--- src/rtl/chip8_mem_arbiter_if.sv ---
// Bus bundle between the Chip-8 RAM requesters (uploader, CPU, blitter),
// the arbiter and the RAM macro. The slave modport is the arbiter's view.
interface chip8_mem_arbiter_if #(
  parameter int ADDR_W = 12,
  parameter int DATA_W = 8
);
  logic              uploading;
  logic              up_req;
  logic [ADDR_W-1:0] up_a;
  logic [DATA_W-1:0] up_d;
  logic              up_ack;

  logic              cpu_req, cpu_we;
  logic [ADDR_W-1:0] cpu_a;
  logic [DATA_W-1:0] cpu_d;
  logic              cpu_ack, cpu_rvalid;
  logic [DATA_W-1:0] cpu_q;

  logic              blt_req, blt_we;
  logic [ADDR_W-1:0] blt_a;
  logic [DATA_W-1:0] blt_d;
  logic              blt_ack, blt_rvalid;
  logic [DATA_W-1:0] blt_q;

  logic [ADDR_W-1:0] mem_a;
  logic              mem_we;
  logic [DATA_W-1:0] mem_d;
  logic [DATA_W-1:0] mem_q;
  logic              busy;

  modport slave (
    input  uploading, up_req, up_a, up_d,
    input  cpu_req, cpu_we, cpu_a, cpu_d,
    input  blt_req, blt_we, blt_a, blt_d,
    input  mem_q,
    output up_ack, cpu_ack, cpu_rvalid, cpu_q,
    output blt_ack, blt_rvalid, blt_q,
    output mem_a, mem_we, mem_d, busy
  );

  modport master (
    output uploading, up_req, up_a, up_d,
    output cpu_req, cpu_we, cpu_a, cpu_d,
    output blt_req, blt_we, blt_a, blt_d,
    output mem_q,
    input  up_ack, cpu_ack, cpu_rvalid, cpu_q,
    input  blt_ack, blt_rvalid, blt_q,
    input  mem_a, mem_we, mem_d, busy
  );
endinterface

--- src/rtl/chip8_mem_arbiter.sv ---
// Chip-8 single-port RAM arbiter: uploader has absolute priority and locks
// out CPU/blitter while uploading; CPU and blitter share round-robin.
// Read data returns RD_LAT cycles after ack, tracked by a {valid, owner} shift.
// Optional macro CHIP8_ARB_STATS_EN adds a saturating conflict counter.
module chip8_mem_arbiter #(
  parameter int ADDR_W = 12,
  parameter int DATA_W = 8,
  parameter int RD_LAT = 1
) (
  input  logic i_clk,
  input  logic i_res,
  chip8_mem_arbiter_if.slave bus
`ifdef CHIP8_ARB_STATS_EN
  ,
  input  logic        i_stats_clr,
  output logic [15:0] o_conflicts
`endif
);

  logic              r_ptr;       // 0: CPU wins next contention, 1: blitter
  logic              r_up_ack, r_cpu_ack, r_blt_ack;
  logic [ADDR_W-1:0] r_mem_a;
  logic              r_mem_we;
  logic [DATA_W-1:0] r_mem_d;
  logic [DATA_W-1:0] r_cpu_q, r_blt_q;
  // Stage 0 lines up with the ack cycle; stage RD_LAT with valid mem_q.
  logic [RD_LAT:0]   r_vld_pipe;
  logic [RD_LAT:0]   r_own_pipe;  // 1: blitter owns the return

  logic              w_up_g, w_cpu_g, w_blt_g, w_any_g, w_contend, w_rd_issue;
  logic              w_we;
  logic [ADDR_W-1:0] w_a;
  logic [DATA_W-1:0] w_d;
  logic              w_cpu_ret, w_blt_ret;

  // Grant selection: uploader first, lockout while uploading, then round-robin.
  always_comb begin
    w_up_g    = 1'b0;
    w_cpu_g   = 1'b0;
    w_blt_g   = 1'b0;
    w_contend = 1'b0;
    if (bus.up_req) begin
      w_up_g = 1'b1;
    end else if (!bus.uploading) begin
      if (bus.cpu_req && bus.blt_req) begin
        w_contend = 1'b1;
        w_cpu_g   = ~r_ptr;
        w_blt_g   = r_ptr;
      end else begin
        w_cpu_g = bus.cpu_req;
        w_blt_g = bus.blt_req;
      end
    end
  end

  // Winner's address/data/direction mux.
  always_comb begin
    w_a  = bus.up_a;
    w_d  = bus.up_d;
    w_we = 1'b1;
    if (w_cpu_g) begin
      w_a  = bus.cpu_a;
      w_d  = bus.cpu_d;
      w_we = bus.cpu_we;
    end else if (w_blt_g) begin
      w_a  = bus.blt_a;
      w_d  = bus.blt_d;
      w_we = bus.blt_we;
    end
  end

  assign w_any_g    = w_up_g | w_cpu_g | w_blt_g;
  assign w_rd_issue = (w_cpu_g & ~bus.cpu_we) | (w_blt_g & ~bus.blt_we);

  // Returns are suppressed during reset so an in-flight read never surfaces.
  assign w_cpu_ret = r_vld_pipe[RD_LAT] & ~r_own_pipe[RD_LAT] & ~i_res;
  assign w_blt_ret = r_vld_pipe[RD_LAT] &  r_own_pipe[RD_LAT] & ~i_res;

  // Grant registration, RAM command register and read-return tracking.
  always_ff @(posedge i_clk) begin
    if (i_res) begin
      r_ptr      <= 1'b0;
      r_up_ack   <= 1'b0;
      r_cpu_ack  <= 1'b0;
      r_blt_ack  <= 1'b0;
      r_mem_a    <= '0;
      r_mem_we   <= 1'b0;
      r_mem_d    <= '0;
      r_cpu_q    <= '0;
      r_blt_q    <= '0;
      r_vld_pipe <= '0;
      r_own_pipe <= '0;
    end else begin
      r_up_ack  <= w_up_g;
      r_cpu_ack <= w_cpu_g;
      r_blt_ack <= w_blt_g;
      r_mem_we  <= w_any_g & w_we;
      if (w_any_g) begin
        r_mem_a <= w_a;
        r_mem_d <= w_d;
      end
      if (w_contend) r_ptr <= ~r_ptr;
      r_vld_pipe <= {r_vld_pipe[RD_LAT-1:0], w_rd_issue};
      r_own_pipe <= {r_own_pipe[RD_LAT-1:0], w_blt_g};
      if (w_cpu_ret) r_cpu_q <= bus.mem_q;
      if (w_blt_ret) r_blt_q <= bus.mem_q;
    end
  end

  assign bus.up_ack     = r_up_ack;
  assign bus.cpu_ack    = r_cpu_ack;
  assign bus.blt_ack    = r_blt_ack;
  assign bus.mem_a      = r_mem_a;
  assign bus.mem_we     = r_mem_we;
  assign bus.mem_d      = r_mem_d;
  assign bus.cpu_rvalid = w_cpu_ret;
  assign bus.blt_rvalid = w_blt_ret;
  // q shows mem_q in the return cycle itself, then holds it.
  assign bus.cpu_q      = w_cpu_ret ? bus.mem_q : r_cpu_q;
  assign bus.blt_q      = w_blt_ret ? bus.mem_q : r_blt_q;
  assign bus.busy       = r_up_ack | r_cpu_ack | r_blt_ack | (|r_vld_pipe);

`ifdef CHIP8_ARB_STATS_EN
  logic [15:0] r_conflicts;
  logic        w_conflict;

  assign w_conflict = (bus.cpu_req & ~w_cpu_g) | (bus.blt_req & ~w_blt_g);

  // Saturating count of cycles where a CPU/blitter request was left waiting.
  always_ff @(posedge i_clk) begin
    if (i_res || i_stats_clr)                   r_conflicts <= '0;
    else if (w_conflict && r_conflicts != 16'hFFFF) r_conflicts <= r_conflicts + 16'd1;
  end

  assign o_conflicts = r_conflicts;
`endif

endmodule

--- src/flat_wrapper.sv ---
// flat-port wrapper written by rule: the top's interface ports become plain ports
module chip8_mem_arbiter_flat 
#(
  parameter int ADDR_W = 12,
  parameter int DATA_W = 8,
  parameter int RD_LAT = 1
)
  (i_clk, i_res, bus_uploading, bus_up_req, bus_up_a, bus_up_d, bus_cpu_req, bus_cpu_we, bus_cpu_a, bus_cpu_d, bus_blt_req, bus_blt_we, bus_blt_a, bus_blt_d, bus_mem_q, bus_up_ack, bus_cpu_ack, bus_cpu_rvalid, bus_cpu_q, bus_blt_ack, bus_blt_rvalid, bus_blt_q, bus_mem_a, bus_mem_we, bus_mem_d, bus_busy);
  chip8_mem_arbiter_if #(.ADDR_W(ADDR_W), .DATA_W(DATA_W)) bus_i ();
  input  logic i_clk;
  input  logic i_res;
  input wire logic [$bits(bus_i.uploading)-1:0] bus_uploading;
  input wire logic [$bits(bus_i.up_req)-1:0] bus_up_req;
  input wire logic [$bits(bus_i.up_a)-1:0] bus_up_a;
  input wire logic [$bits(bus_i.up_d)-1:0] bus_up_d;
  input wire logic [$bits(bus_i.cpu_req)-1:0] bus_cpu_req;
  input wire logic [$bits(bus_i.cpu_we)-1:0] bus_cpu_we;
  input wire logic [$bits(bus_i.cpu_a)-1:0] bus_cpu_a;
  input wire logic [$bits(bus_i.cpu_d)-1:0] bus_cpu_d;
  input wire logic [$bits(bus_i.blt_req)-1:0] bus_blt_req;
  input wire logic [$bits(bus_i.blt_we)-1:0] bus_blt_we;
  input wire logic [$bits(bus_i.blt_a)-1:0] bus_blt_a;
  input wire logic [$bits(bus_i.blt_d)-1:0] bus_blt_d;
  input wire logic [$bits(bus_i.mem_q)-1:0] bus_mem_q;
  output wire logic [$bits(bus_i.up_ack)-1:0] bus_up_ack;
  output wire logic [$bits(bus_i.cpu_ack)-1:0] bus_cpu_ack;
  output wire logic [$bits(bus_i.cpu_rvalid)-1:0] bus_cpu_rvalid;
  output wire logic [$bits(bus_i.cpu_q)-1:0] bus_cpu_q;
  output wire logic [$bits(bus_i.blt_ack)-1:0] bus_blt_ack;
  output wire logic [$bits(bus_i.blt_rvalid)-1:0] bus_blt_rvalid;
  output wire logic [$bits(bus_i.blt_q)-1:0] bus_blt_q;
  output wire logic [$bits(bus_i.mem_a)-1:0] bus_mem_a;
  output wire logic [$bits(bus_i.mem_we)-1:0] bus_mem_we;
  output wire logic [$bits(bus_i.mem_d)-1:0] bus_mem_d;
  output wire logic [$bits(bus_i.busy)-1:0] bus_busy;
  assign bus_i.uploading = bus_uploading;
  assign bus_i.up_req = bus_up_req;
  assign bus_i.up_a = bus_up_a;
  assign bus_i.up_d = bus_up_d;
  assign bus_i.cpu_req = bus_cpu_req;
  assign bus_i.cpu_we = bus_cpu_we;
  assign bus_i.cpu_a = bus_cpu_a;
  assign bus_i.cpu_d = bus_cpu_d;
  assign bus_i.blt_req = bus_blt_req;
  assign bus_i.blt_we = bus_blt_we;
  assign bus_i.blt_a = bus_blt_a;
  assign bus_i.blt_d = bus_blt_d;
  assign bus_i.mem_q = bus_mem_q;
  assign bus_up_ack = bus_i.up_ack;
  assign bus_cpu_ack = bus_i.cpu_ack;
  assign bus_cpu_rvalid = bus_i.cpu_rvalid;
  assign bus_cpu_q = bus_i.cpu_q;
  assign bus_blt_ack = bus_i.blt_ack;
  assign bus_blt_rvalid = bus_i.blt_rvalid;
  assign bus_blt_q = bus_i.blt_q;
  assign bus_mem_a = bus_i.mem_a;
  assign bus_mem_we = bus_i.mem_we;
  assign bus_mem_d = bus_i.mem_d;
  assign bus_busy = bus_i.busy;
  chip8_mem_arbiter #(.ADDR_W(ADDR_W), .DATA_W(DATA_W), .RD_LAT(RD_LAT)) u_core (.i_clk(i_clk), .i_res(i_res), .bus(bus_i));
endmodule
--- config.mk ---
export PLATFORM = sky130hd
export DESIGN_NAME = chip8_mem_arbiter_flat
export DESIGN_NICKNAME = d
export VERILOG_FILES = /design/src/rtl/chip8_mem_arbiter_if.sv /design/src/rtl/chip8_mem_arbiter.sv /design/src/flat_wrapper.sv
export SDC_FILE = /design/constraint.sdc
export NUM_CORES = 1
export LEC_CHECK = 0
export ABC_AREA = 1
export BUFFER_PORTS_ARGS = -buffer_cell sky130_fd_sc_hd__buf_4
export CAP_MARGIN = 25
export CORE_AREA = 2 2 83 85
export CTS_CLUSTER_SIZE = 28
export DETAILED_ROUTE_END_ITERATION = 12
export DIE_AREA = 0 0 85 87
export PLACE_DENSITY = 0.75
export SYNTH_ARGS = -nofsm -noshare
export SYNTH_HDL_FRONTEND = slang
export SYNTH_SLANG_ARGS = --single-unit
--- constraint.sdc ---
create_clock -name i_clk -period 1.1 [get_ports i_clk]
set_input_delay 0.055 -clock i_clk [delete_from_list [all_inputs] [get_ports i_clk]]
set_output_delay 0.055 -clock i_clk [all_outputs]
set_load 0.05 [all_outputs]
# Word level (Yosys, flattened, before mapping)

Index checks and enable logic that the tools add are counted.

Register bits: 45
Bits in latches: 0
RAM bits: 0
ROM bits: 0
Bits of input ports: 76
Output and inout bits: 43
Memories kept: 0

$add $sub $neg: 0
$mul: 0
Divide/modulo/power cells: 0
Magnitude comparators: 0
Equality and inequality tests: 0
Shifts and indexed selects: 0
Mux-type cells: 18
Bitwise operators: 18
Reductions and logical operators: 2

Operators with widths:

| operator           | count |
|---|---|
| 8-bit two-way mux  | 4 |
| 12-bit two-way mux | 2 |
| 1-bit two-way mux  | 12 |
| 1-bit AND          | 7 |
| 1-bit OR           | 6 |
| 1-bit inverter     | 5 |
| 2-bit OR reduction | 1 |
| 1-bit logical AND  | 1 |

# Logic depth before layout (Yosys ltp)

Gate-level depths: netlist of the first run.

Depth in word-level cells: 7
Gate-level depth with buffers: 8

# Least setup slack after synthesis of the first run

OpenSTA, ideal clock, no wires.

Path type: flip-flop to output port
Start point: reg u_core.r_vld_pipe[1]
End point: out bus_cpu_q[0]
Data arrival time: 1.649 ns
Required time: 1.045 ns
Setup slack: -0.604 ns
Stages on the path, launching flop included: 7
Cells stage by stage: dfxtp_1 > inv_1 > nor2_4 > nand2_2 > inv_2 > buf_4 > a21oi_1

Longest elaborated chain between the ends: 3

RTL lines:

| item                    | line                     | text |
|---|---|---|
| from (decl)             | chip8_mem_arbiter.sv:27  | `logic [RD_LAT:0] r_vld_pipe;` |
| from (signal assigned)  | chip8_mem_arbiter.sv:103 | `r_vld_pipe <= {r_vld_pipe[RD_LAT-1:0], w_rd_issue};` |
| 1-bit AND (2 in series) | chip8_mem_arbiter.sv:76  | `assign w_cpu_ret = r_vld_pipe[RD_LAT] & ~r_own_pipe[RD_LAT] & ~i_res;` |
| via bus_cpu_rvalid      | flat_wrapper.sv:27       | `output wire logic [$bits(bus_i.cpu_rvalid)-1:0] bus_cpu_rvalid;` |
| 8-bit two-way mux       | chip8_mem_arbiter.sv:119 | `assign bus.cpu_q = w_cpu_ret ? bus.mem_q : r_cpu_q;` |
| to (decl)               | flat_wrapper.sv:28       | `output wire logic [$bits(bus_i.cpu_q)-1:0] bus_cpu_q;` |

The timed path passes the listed nets, and every way through them passes these cells.

# Worst setup path in the final report of the first run

Start point: reg u_core.r_vld_pipe[1]
End point: out bus_blt_q[6]

Longest elaborated chain between the ends: 3

RTL lines:

| item                    | line                     | text |
|---|---|---|
| 1-bit AND (2 in series) | chip8_mem_arbiter.sv:77  | `assign w_blt_ret = r_vld_pipe[RD_LAT] & r_own_pipe[RD_LAT] & ~i_res;` |
| 8-bit two-way mux       | chip8_mem_arbiter.sv:120 | `assign bus.blt_q = w_blt_ret ? bus.mem_q : r_blt_q;` |
| to (decl)               | flat_wrapper.sv:31       | `output wire logic [$bits(bus_i.blt_q)-1:0] bus_blt_q;` |

No other way between the ends.

==> impl_results.html, run 1 <==
<table>
<tr><th>Metric</th><th>Value</th></tr>
<tr><th colspan="2">Run status</th></tr>
<tr><td>Status</td><td>finished with violations</td></tr>
<tr><td>Failing checks</td><td>setup timing</td></tr>
<tr><th colspan="2">Cells and area</th></tr>
<tr><td>Fill count</td><td>475</td></tr>
<tr><td>ANT cells</td><td>0</td></tr>
<tr><td>Final Instance Area</td><td>0.00477 mm²</td></tr>
<tr><td>Share of cells above drive strength 1</td><td>0.510</td></tr>
<tr><td>Count of nets after finishing</td><td>652</td></tr>
<tr><td>Layout overhead on the synthesized area</td><td>76.6%</td></tr>
<tr><th colspan="2">Power</th></tr>
<tr><td>Leak Pwr</td><td>2.54 nW</td></tr>
<tr><td>Power per standard cell area</td><td>954 mW/mm²</td></tr>
<tr><td>Largest vdd supply drop</td><td>0.582 mV</td></tr>
<tr><th colspan="2">Synth</th></tr>
<tr><td>Area share of the leading cell type in the synthesized netlist</td><td>0.326</td></tr>
<tr><td>Leading post-synthesis cells by cell area</td><td>sky130_fd_sc_hd__dfxtp_1, sky130_fd_sc_hd__inv_1, sky130_fd_sc_hd__nand4_1</td></tr>
<tr><td>Number of nets in the synthesized netlist</td><td>510</td></tr>
<tr><td>Number of distinct standard cells referenced by the synthesized netlist</td><td>24</td></tr>
<tr><td>Flops &amp; latches, synth</td><td>44</td></tr>
<tr><td>Warning count from the yosys run</td><td>0</td></tr>
<tr><td>Synth Cell Area</td><td>0.00270 mm²</td></tr>
<tr><td>Dominant cell type by area after synthesis</td><td>sky130_fd_sc_hd__dfxtp_1</td></tr>
<tr><td>Average footprint of a synthesized cell</td><td>6.23 µm²</td></tr>
<tr><td>Gate Count Post-Synth</td><td>434</td></tr>
<tr><td>Post-synthesis sequential area ratio</td><td>0.326</td></tr>
<tr><th colspan="2">Timing</th></tr>
<tr><td>Final hold slack</td><td>0.0373 ns</td></tr>
<tr><td>Slew of the pin with the lowest slew margin</td><td>0.344 ns</td></tr>
<tr><td>Setup repair after global routing missed its margin</td><td>yes</td></tr>
<tr><td>Min Tclk post-route</td><td>1.55 ns</td></tr>
<tr><td>Fin crit share</td><td>1.41</td></tr>
<tr><td>Final setup slack of the worst path</td><td>-0.448 ns</td></tr>
<tr><td>Setup TNS</td><td>-9.98 ns</td></tr>
<tr><td>Hold violation count in the final report</td><td>0</td></tr>
<tr><td>Skew final</td><td>0.0138 ns</td></tr>
<tr><td>Final count of pins violating max slew</td><td>0</td></tr>
<tr><td>Setup violations, final</td><td>57</td></tr>
<tr><td>Max transition margin</td><td>0.771</td></tr>
<tr><td>Max Clock Freq</td><td>0.646 GHz</td></tr>
<tr><th colspan="2">Critical path</th></tr>
<tr><td>Crit-path max FO</td><td>6</td></tr>
<tr><td>Critical path startpoint category</td><td>flip-flop</td></tr>
<tr><td>Critical path class</td><td>reg -&gt; out</td></tr>
<tr><td>Arrival @ worst endpoint</td><td>1.49 ns</td></tr>
<tr><td>Register-to-register setup slack</td><td>-0.15 ns</td></tr>
<tr><td>Required arrival time at the worst endpoint</td><td>1.04 ns</td></tr>
<tr><td>Worst reg2reg path endpoint</td><td>u_core.r_blt_q[4]$_SDFF_PP0_</td></tr>
<tr><td>FF-to-FF Start</td><td>u_core.r_vld_pipe[1]$_SDFF_PP0_</td></tr>
<tr><td>Crit end category</td><td>output port</td></tr>
<tr><td>Count of cells along the worst register-to-register path</td><td>8</td></tr>
<tr><th colspan="2">Global routing</th></tr>
<tr><td>Gr ovfl total</td><td>0</td></tr>
<tr><td>Combined global-route utilization of all metal layers</td><td>0.244</td></tr>
<tr><td>Initial antenna violation count</td><td>0</td></tr>
<tr><td>Via count of the first global-routing pass</td><td>3298</td></tr>
<tr><td>First-pass GRT wire length</td><td>14600 µm</td></tr>
<tr><td>Pin count of the biggest net entering global routing</td><td>52</td></tr>
<tr><th colspan="2">Hold path</th></tr>
<tr><td>Class of the most critical hold timing path</td><td>in -&gt; reg</td></tr>
<tr><td>Number of cells on the worst hold path</td><td>3</td></tr>
<tr><td>Hold worst-path end</td><td>u_core.r_blt_q[6]$_SDFF_PP0_</td></tr>
<tr><td>HP Start</td><td>bus_mem_q[6]</td></tr>
<tr><th colspan="2">Routing</th></tr>
<tr><td>Via count</td><td>3373</td></tr>
<tr><td>Post-detailed-route via-to-cell ratio</td><td>5.13</td></tr>
<tr><td>Average detailed-routed wire length per instance</td><td>14.9 µm</td></tr>
<tr><td>DRC viols</td><td>0</td></tr>
<tr><td>Total Wirelength</td><td>9790 µm</td></tr>
<tr><td>Number of iterations in the first detailed-routing pass</td><td>4</td></tr>
<tr><td>Remaining antenna violation count after routing</td><td>0</td></tr>
<tr><td>First DRT Iteration DRCs</td><td>123</td></tr>
<tr><th colspan="2">Run</th></tr>
<tr><td>Max-cap violations</td><td>0</td></tr>
<tr><th colspan="2">Placement</th></tr>
<tr><td>Placed wire-length estimate after detailed placement</td><td>6290 µm</td></tr>
<tr><td>Gpl congestion</td><td>0.821</td></tr>
<tr><td>Area after DPL</td><td>0.00396 mm²</td></tr>
<tr><td># port buffers</td><td>118</td></tr>
<tr><th colspan="2">Clock network</th></tr>
<tr><td>Reg clk slew, reported paths</td><td>0.09 ns</td></tr>
<tr><td>Max clock buf depth</td><td>2</td></tr>
<tr><td>Clock Sink Count</td><td>44</td></tr>
<tr><td>Number of buffers inserted during clock tree synthesis</td><td>5</td></tr>
<tr><td>Number of levels the H-tree was split into</td><td>2</td></tr>
<tr><td>TritonCTS clock tree</td><td>built</td></tr>
<tr><td>Worst-Skew Late Latency</td><td>0.31 ns</td></tr>
<tr><td>Clk Tree Root Cell</td><td>sky130_fd_sc_hd__clkbuf_8</td></tr>
<tr><th colspan="2">Floorplan</th></tr>
<tr><td>Number of placement rows</td><td>30</td></tr>
<tr><td>Placeable core region</td><td>0.00657 mm²</td></tr>
<tr><td>I/O pin total</td><td>119</td></tr>
<tr><td>Die Footprint</td><td>0.00740 mm²</td></tr>
<tr><td>Die X-Extent</td><td>85 µm</td></tr>
<tr><td>Starting utilization of the core area</td><td>0.412</td></tr>
<tr><td>Die Span Y</td><td>87 µm</td></tr>
</table>
-- worst max-delay path, stage by stage (launching register included) --
cell and delay [ns]:
sky130_fd_sc_hd__dfxtp_2 0.33, sky130_fd_sc_hd__inv_2 0.04, sky130_fd_sc_hd__nor2_4 0.17, sky130_fd_sc_hd__nand2_4 0.15, sky130_fd_sc_hd__inv_4 0.09, sky130_fd_sc_hd__or2_1 0.12, sky130_fd_sc_hd__o21ai_2 0.07, sky130_fd_sc_hd__inv_2 0.07
sky130_fd_sc_hd__buf_8 0.13
-- timing repair --
action,CTS,global route
pin swaps,10,22
setup endpoints to repair,51,57
buffers inserted,6,4
gates cloned,4,0
hold buffers,0,0
resized for setup,98,59
-- worst max-delay path by stage --
stage / start / endpoint / slack, ns / cells after the start
after CTS: u_core.r_vld_pipe[1]$_SDFF_PP0_ / bus_blt_q[0] / -0.42 / 8
after floorplan: u_core.bus.cpu_ack$_SDFF_PP0_ / bus_busy / -0.07 / 2
final: u_core.r_vld_pipe[1]$_SDFF_PP0_ / bus_blt_q[6] / -0.45 / 8
after global placement: u_core.r_ptr$_SDFFE_PP0P_ / u_core.bus.mem_a[11]$_SDFFE_PP0P_ / -0.12 / 7
after detailed placement: u_core.r_ptr$_SDFFE_PP0P_ / u_core.bus.mem_a[5]$_SDFFE_PP0P_ / -0.21 / 7
after global routing: u_core.r_vld_pipe[1]$_SDFF_PP0_ / bus_cpu_q[4] / -0.53 / 7
-- cell families (layout without fill, tap and decap cells) --
logic type / Yosys count / in the layout / synth area share
AOI/OAI and AO/OA: 47 / 47 / 0.0972
and+or+nand+nor: 188 / 189 / 0.347
buffers and inverters: 155 / 297 / 0.230
DFF: 44 / 44 / 0.326
-- cells in the mapped netlist (all sizes together) --
master / n
a211oi: 8
a21oi: 30
buf: 24
clkbuf: 7
dfxtp: 44
inv: 124
nand2: 73
nand3: 27
nand4: 60
nor2: 17
nor3: 1
o21a: 1
o21ai: 8
or2: 10
-- placed cells by master, fill, tap and decap left out, types with 6 or more instances in the layout --
master / count
sky130_fd_sc_hd__buf_6: 26
sky130_fd_sc_hd__nand2_2: 16
sky130_fd_sc_hd__a211oi_1: 6
sky130_fd_sc_hd__dfxtp_1: 40
sky130_fd_sc_hd__buf_4: 123
sky130_fd_sc_hd__or2_1: 7
sky130_fd_sc_hd__nand3_2: 21
sky130_fd_sc_hd__nor2_2: 6
sky130_fd_sc_hd__a21oi_4: 9
sky130_fd_sc_hd__nand4_1: 60
sky130_fd_sc_hd__inv_1: 107
sky130_fd_sc_hd__nand2_1: 48
sky130_fd_sc_hd__nor2_1: 9
sky130_fd_sc_hd__nand2_4: 10
sky130_fd_sc_hd__a21oi_2: 19
sky130_fd_sc_hd__buf_8: 11
sky130_fd_sc_hd__inv_2: 12
-- registers in the layout (all words and copies together), names as in the netlist --
signal / cells
u_core.bus.mem_a: 12
u_core.bus.mem_we: 1
u_core.bus.up_ack: 1
u_core.bus.mem_d: 8
u_core.bus.cpu_ack: 1
u_core.r_blt_q: 8
u_core.r_own_pipe: 2
u_core.r_vld_pipe: 2
u_core.r_cpu_q: 8
u_core.r_ptr: 1
-- final cells by class --
class | instances | area (µm²) | area share
multi-input combinational | 236 | 1710 | 0.359
timing repair buffer | 164 | 1470 | 0.308
sequential | 44 | 888 | 0.186
inverter | 124 | 483 | 0.101
tap | 80 | 100 | 0.0210
clock buffer | 5 | 68.8 | 0.0144
clock inverter | 3 | 46.3 | 0.00970
timing repair inverter | 1 | 6.26 | 0.00131
-- routing by layer --
| metal | up-vias | GRT usage | wire length [µm] | part of all wire |
|---|---|---|---|---|
| li1 | 1642 | - | - | - |
| met1 | 1559 | 0.274 | 3560 | 0.36 |
| met2 | 151 | 0.453 | 5460 | 0.56 |
| met3 | 21 | 0.0341 | 568 | 0.058 |
| met4 | 0 | 0.118 | 197 | 0.020 |
| met5 | - | 0 | 0 | 0 |
-- power by group --
group,internal [mW],switching [mW],leakage [nW]
clock,0.685,0.641,0.0548
combinational,0.602,0.898,2.12
sequential,1.68,0.0521,0.363
-- per-stage QoR --
step / total power [mW] / setup slack [ns] / utilization / cells
finish: 4.55 / -0.448 / 0.727 / 657
global route: 4.74 / -0.532 / 0.727 / 657
CTS: 4.46 / -0.415 / 0.691 / 654
detailed placement: 3.03 / -0.209 / 0.603 / 636
global placement: 3.01 / -0.120 / 0.603 / 636
floorplan: 2.52 / -0.0701 / - / 434
Note: power is estimated with default switching activity, not from simulation.
==> inputs of run 2 (changes only) <==
Settings changed: CELL_PAD_IN_SITES_DETAIL_PLACEMENT from default to 0, CELL_PAD_IN_SITES_GLOBAL_PLACEMENT from default to 2, CORE_AREA 2 2 83 85 to 2 2 117 119, DIE_AREA 0 0 85 87 to 0 0 119 121, PLACE_DENSITY 0.75 to default, PLACE_DENSITY_LB_ADDON from default to 0.1.
==> run 2 against run 1 <==
The flow still finishes with violations (setup timing). Sequential power barely moved. Final cell count up 14%. Clock skew shrank 0.0069 ns. Via count down 4.0%. First-iteration DRC count decreased by 3.3%. Final area rose by 6.2%. Non-clock buffer count grew 1. Critical path depth stayed put. Routed wire length is 7.8% higher. Global-route usage is 9.6 points lower. Critical path type unchanged. Largest cell class unchanged.
==> impl_results.html, run 2 (synthesis results as in run 1) <==
<table>
<tr><th>Metric</th><th>Value</th></tr>
<tr><th colspan="2">Floorplan</th></tr>
<tr><td>Die Span Y</td><td>121 µm (+39%)</td></tr>
<tr><td>I/O pin total</td><td>119 (unchanged)</td></tr>
<tr><td>Number of placement rows</td><td>42 (+40%)</td></tr>
<tr><td>Starting utilization of the core area</td><td>0.207 (-0.205)</td></tr>
<tr><td>Die X-Extent</td><td>119 µm (+40%)</td></tr>
<tr><td>Die Footprint</td><td>0.0144 mm² (+95%)</td></tr>
<tr><td>Placeable core region</td><td>0.0131 mm² (+99%)</td></tr>
<tr><th colspan="2">Clock network</th></tr>
<tr><td>Clock Sink Count</td><td>44 (unchanged)</td></tr>
<tr><td>Number of levels the H-tree was split into</td><td>2 (unchanged)</td></tr>
<tr><td>TritonCTS clock tree</td><td>built</td></tr>
<tr><td>Max clock buf depth</td><td>2 (unchanged)</td></tr>
<tr><td>Clk Tree Root Cell</td><td>sky130_fd_sc_hd__clkbuf_16</td></tr>
<tr><td>Reg clk slew, reported paths</td><td>0.06 ns (-0.03 ns)</td></tr>
<tr><td>Cts-stage hold buffer count</td><td>0 (unchanged)</td></tr>
<tr><td>Worst-Skew Late Latency</td><td>0.29 ns (-0.02 ns)</td></tr>
<tr><td>Number of buffers inserted during clock tree synthesis</td><td>5 (unchanged)</td></tr>
<tr><th colspan="2">Routing</th></tr>
<tr><td>Total Wirelength</td><td>10500 µm (+7.8%)</td></tr>
<tr><td>First DRT Iteration DRCs</td><td>119 (-3.3%)</td></tr>
<tr><td>Post-detailed-route via-to-cell ratio</td><td>4.30 (-16%)</td></tr>
<tr><td>Remaining antenna violation count after routing</td><td>0 (unchanged)</td></tr>
<tr><td>Via count</td><td>3237 (-4.0%)</td></tr>
<tr><td>DRC viols</td><td>0 (unchanged)</td></tr>
<tr><td>Number of iterations in the first detailed-routing pass</td><td>6 (+2)</td></tr>
<tr><td>Average detailed-routed wire length per instance</td><td>14.0 µm (-5.8%)</td></tr>
<tr><th colspan="2">Cells and area</th></tr>
<tr><td>Fill count</td><td>1386 (+190%)</td></tr>
<tr><td>Area occupied by multi-input gates</td><td>0.00177 mm² (+3.5%)</td></tr>
<tr><td>Final Instance Area</td><td>0.00507 mm² (+6.2%)</td></tr>
<tr><td>ANT cells</td><td>0 (unchanged)</td></tr>
<tr><td>Layout overhead on the synthesized area</td><td>87.6%</td></tr>
<tr><td>Most common cell after layout, fill and taps aside</td><td>sky130_fd_sc_hd__buf_4</td></tr>
<tr><td>Most frequent cells in the layout</td><td>sky130_fd_sc_hd__buf_4, sky130_fd_sc_hd__inv_1, sky130_fd_sc_hd__nand4_1</td></tr>
<tr><td>Storage element area</td><td>887 µm² (-0.14%)</td></tr>
<tr><td>Finished Core Util</td><td>0.388 (-0.339)</td></tr>
<tr><td>Share of cells above drive strength 1</td><td>0.540 (+0.0304)</td></tr>
<tr><td>Count of nets after finishing</td><td>651 (-0.15%)</td></tr>
<tr><td>Largest register FFs</td><td>12 (unchanged)</td></tr>
<tr><th colspan="2">Global routing</th></tr>
<tr><td>Combined global-route utilization of all metal layers</td><td>0.148 (-0.0964)</td></tr>
<tr><td>Initial antenna violation count</td><td>0 (unchanged)</td></tr>
<tr><td>Via count of the first global-routing pass</td><td>3243 (-1.7%)</td></tr>
<tr><td>First-pass GRT wire length</td><td>16600 µm (+14%)</td></tr>
<tr><td>Pin count of the biggest net entering global routing</td><td>41 (-21%)</td></tr>
<tr><td>Gr ovfl total</td><td>0 (unchanged)</td></tr>
<tr><th colspan="2">Critical path</th></tr>
<tr><td>Required arrival time at the worst endpoint</td><td>1.04 ns (about the same)</td></tr>
<tr><td>CP delay by family, top</td><td>simple AND/OR/NAND/NOR gates</td></tr>
<tr><td>Crit end category</td><td>output port</td></tr>
<tr><td>Cell repeated most along the worst path</td><td>sky130_fd_sc_hd__inv_2</td></tr>
<tr><td>Cell with the largest stage delay on the worst path</td><td>sky130_fd_sc_hd__dfxtp_2</td></tr>
<tr><td>Critical path class</td><td>reg -&gt; out</td></tr>
<tr><td>Critical path startpoint category</td><td>flip-flop</td></tr>
<tr><td>Number of buffer and inverter stages on the critical path</td><td>4 (unchanged)</td></tr>
<tr><td>Crit path cell chain</td><td>inv_2 &gt; nor2_4 &gt; nand2_4 &gt; inv_8 &gt; or2_1 &gt; o21ai_2 &gt; inv_2 &gt; buf_8</td></tr>
<tr><td>Crit-path max FO</td><td>9 (+3)</td></tr>
<tr><td>Arrival @ worst endpoint</td><td>1.43 ns (-0.06 ns)</td></tr>
<tr><td>Max incr delay on CP</td><td>0.32 ns (about the same)</td></tr>
<tr><th colspan="2">Run</th></tr>
<tr><td>Max-cap violations</td><td>0 (unchanged)</td></tr>
<tr><th colspan="2">Timing</th></tr>
<tr><td>Max transition margin</td><td>0.785 (+0.0147)</td></tr>
<tr><td>Hold violation count in the final report</td><td>0 (unchanged)</td></tr>
<tr><td>Setup violations, final</td><td>52 (-8.8%)</td></tr>
<tr><td>Min Tclk post-route</td><td>1.48 ns (-0.0629 ns)</td></tr>
<tr><td>Skew final</td><td>0.00695 ns (-0.00686 ns)</td></tr>
<tr><td>Final count of pins violating max slew</td><td>0 (unchanged)</td></tr>
<tr><td>Setup repair after global routing missed its margin</td><td>yes</td></tr>
<tr><td>Slew of the pin with the lowest slew margin</td><td>0.322 ns (-0.0221 ns)</td></tr>
<tr><td>Max Clock Freq</td><td>0.673 GHz (+4.2%)</td></tr>
<tr><td>Final setup slack of the worst path</td><td>-0.385 ns (+0.0629 ns)</td></tr>
<tr><td>Fin crit share</td><td>1.35 (-0.0572)</td></tr>
<tr><th colspan="2">Run status</th></tr>
<tr><td>Failing checks</td><td>setup timing</td></tr>
<tr><td>Status</td><td>finished with violations</td></tr>
<tr><th colspan="2">Power</th></tr>
<tr><td>Power after layout</td><td>5.13 mW (+13%)</td></tr>
<tr><td>Power per standard cell area</td><td>1010 mW/mm² (+6.1%)</td></tr>
<tr><td>Largest vdd supply drop</td><td>0.529 mV (-9.1%)</td></tr>
<tr><td>Leak Pwr</td><td>2.57 nW (+1.3%)</td></tr>
<tr><th colspan="2">Placement</th></tr>
<tr><td>Area after DPL</td><td>0.00409 mm² (+3.4%)</td></tr>
<tr><td>Placed wire-length estimate after detailed placement</td><td>7620 µm (+21%)</td></tr>
<tr><td># port buffers</td><td>118 (unchanged)</td></tr>
<tr><td>Gpl congestion</td><td>0.734 (-11%)</td></tr>
<tr><th colspan="2">Hold path</th></tr>
<tr><td>Class of the most critical hold timing path</td><td>in -&gt; reg</td></tr>
</table>
-- run 2: changes by cell type in the layout (fill, tap and decap cells not counted), moves of 8 or more --
cell / change
sky130_fd_sc_hd__nand3_2: -11
sky130_fd_sc_hd__nand2_4: +8
sky130_fd_sc_hd__inv_1: -14
sky130_fd_sc_hd__nand2_1: -13
sky130_fd_sc_hd__nand3_1: +8
sky130_fd_sc_hd__inv_2: +15
-- run 2: layout make-up --
class	count	area share
Inverter	124	0.0947
Clock buffer	6	0.0274
Multi-Input combinational cell	235	0.350
Sequential cell	44	0.175
Timing Repair Buffer	165	0.302
Clock inverter	2	0.00765
Tap cell	176	0.0434
-- run 2: per-layer routing --
layer | global-route usage | part of all wire | wire length (µm)
met5 | 0 | 0 | 0
met1 | 0.186 | 0.45 | 4720
met4 | 0.0379 | 0.012 | 127
met3 | 0.0301 | 0.043 | 452
met2 | 0.259 | 0.50 | 5250
-- run 2: worst register-to-register path, delay by kind of cell, from the launching register on --
kind	cells	cell delay (ns)
buf+inv	4	0.42
flops	1	0.32
compound gates	1	0.14
simple gates	3	0.30
-- run 2: worst paths after layout --
kind,from,to,slack [ns],cells past startpoint
max,u_core.r_vld_pipe[1]$_SDFF_PP0_,bus_blt_q[4],-0.38,8
min,bus_mem_q[2],u_core.r_blt_q[2]$_SDFF_PP0_,0.03,3
max reg2reg,u_core.r_vld_pipe[1]$_SDFF_PP0_,u_core.r_blt_q[0]$_SDFF_PP0_,-0.19,8
min reg2reg,u_core.r_own_pipe[0]$_SDFF_PP0_,u_core.r_own_pipe[1]$_SDFF_PP0_,0.48,2
-- run 2: through the flow --
stage,instances,hold WS (ns),setup WS (ns),setup TNS [ns]
floorplan,434,0.226,-0.0701,-0.602
detailed placement,729,0.356,-0.147,-3.96
finish,752,0.0312,-0.385,-8.62
global route,752,0.0450,-0.460,-12.31
CTS,750,0.0281,-0.392,-7.68
global placement,729,0.344,-0.127,-3.04
-- run 2: timing repair --
item                                    in CTS  in global routing
pin swaps                                   25                 22
gates resized for setup                    105                 78
gates cloned                                 3                  0
endpoints found under the setup margin      54                 55
buffers inserted                            13                  4
-- run 2: report_power, final --
part / internal (mW) / switching [mW] / total [mW] / leakage (nW)
clock: 1.14 / 0.698 / 1.84 / 0.0871
combinational: 0.643 / 0.921 / 1.56 / 2.12
sequential: 1.68 / 0.0512 / 1.73 / 0.363
total: 3.46 / 1.67 / 5.13 / 2.57
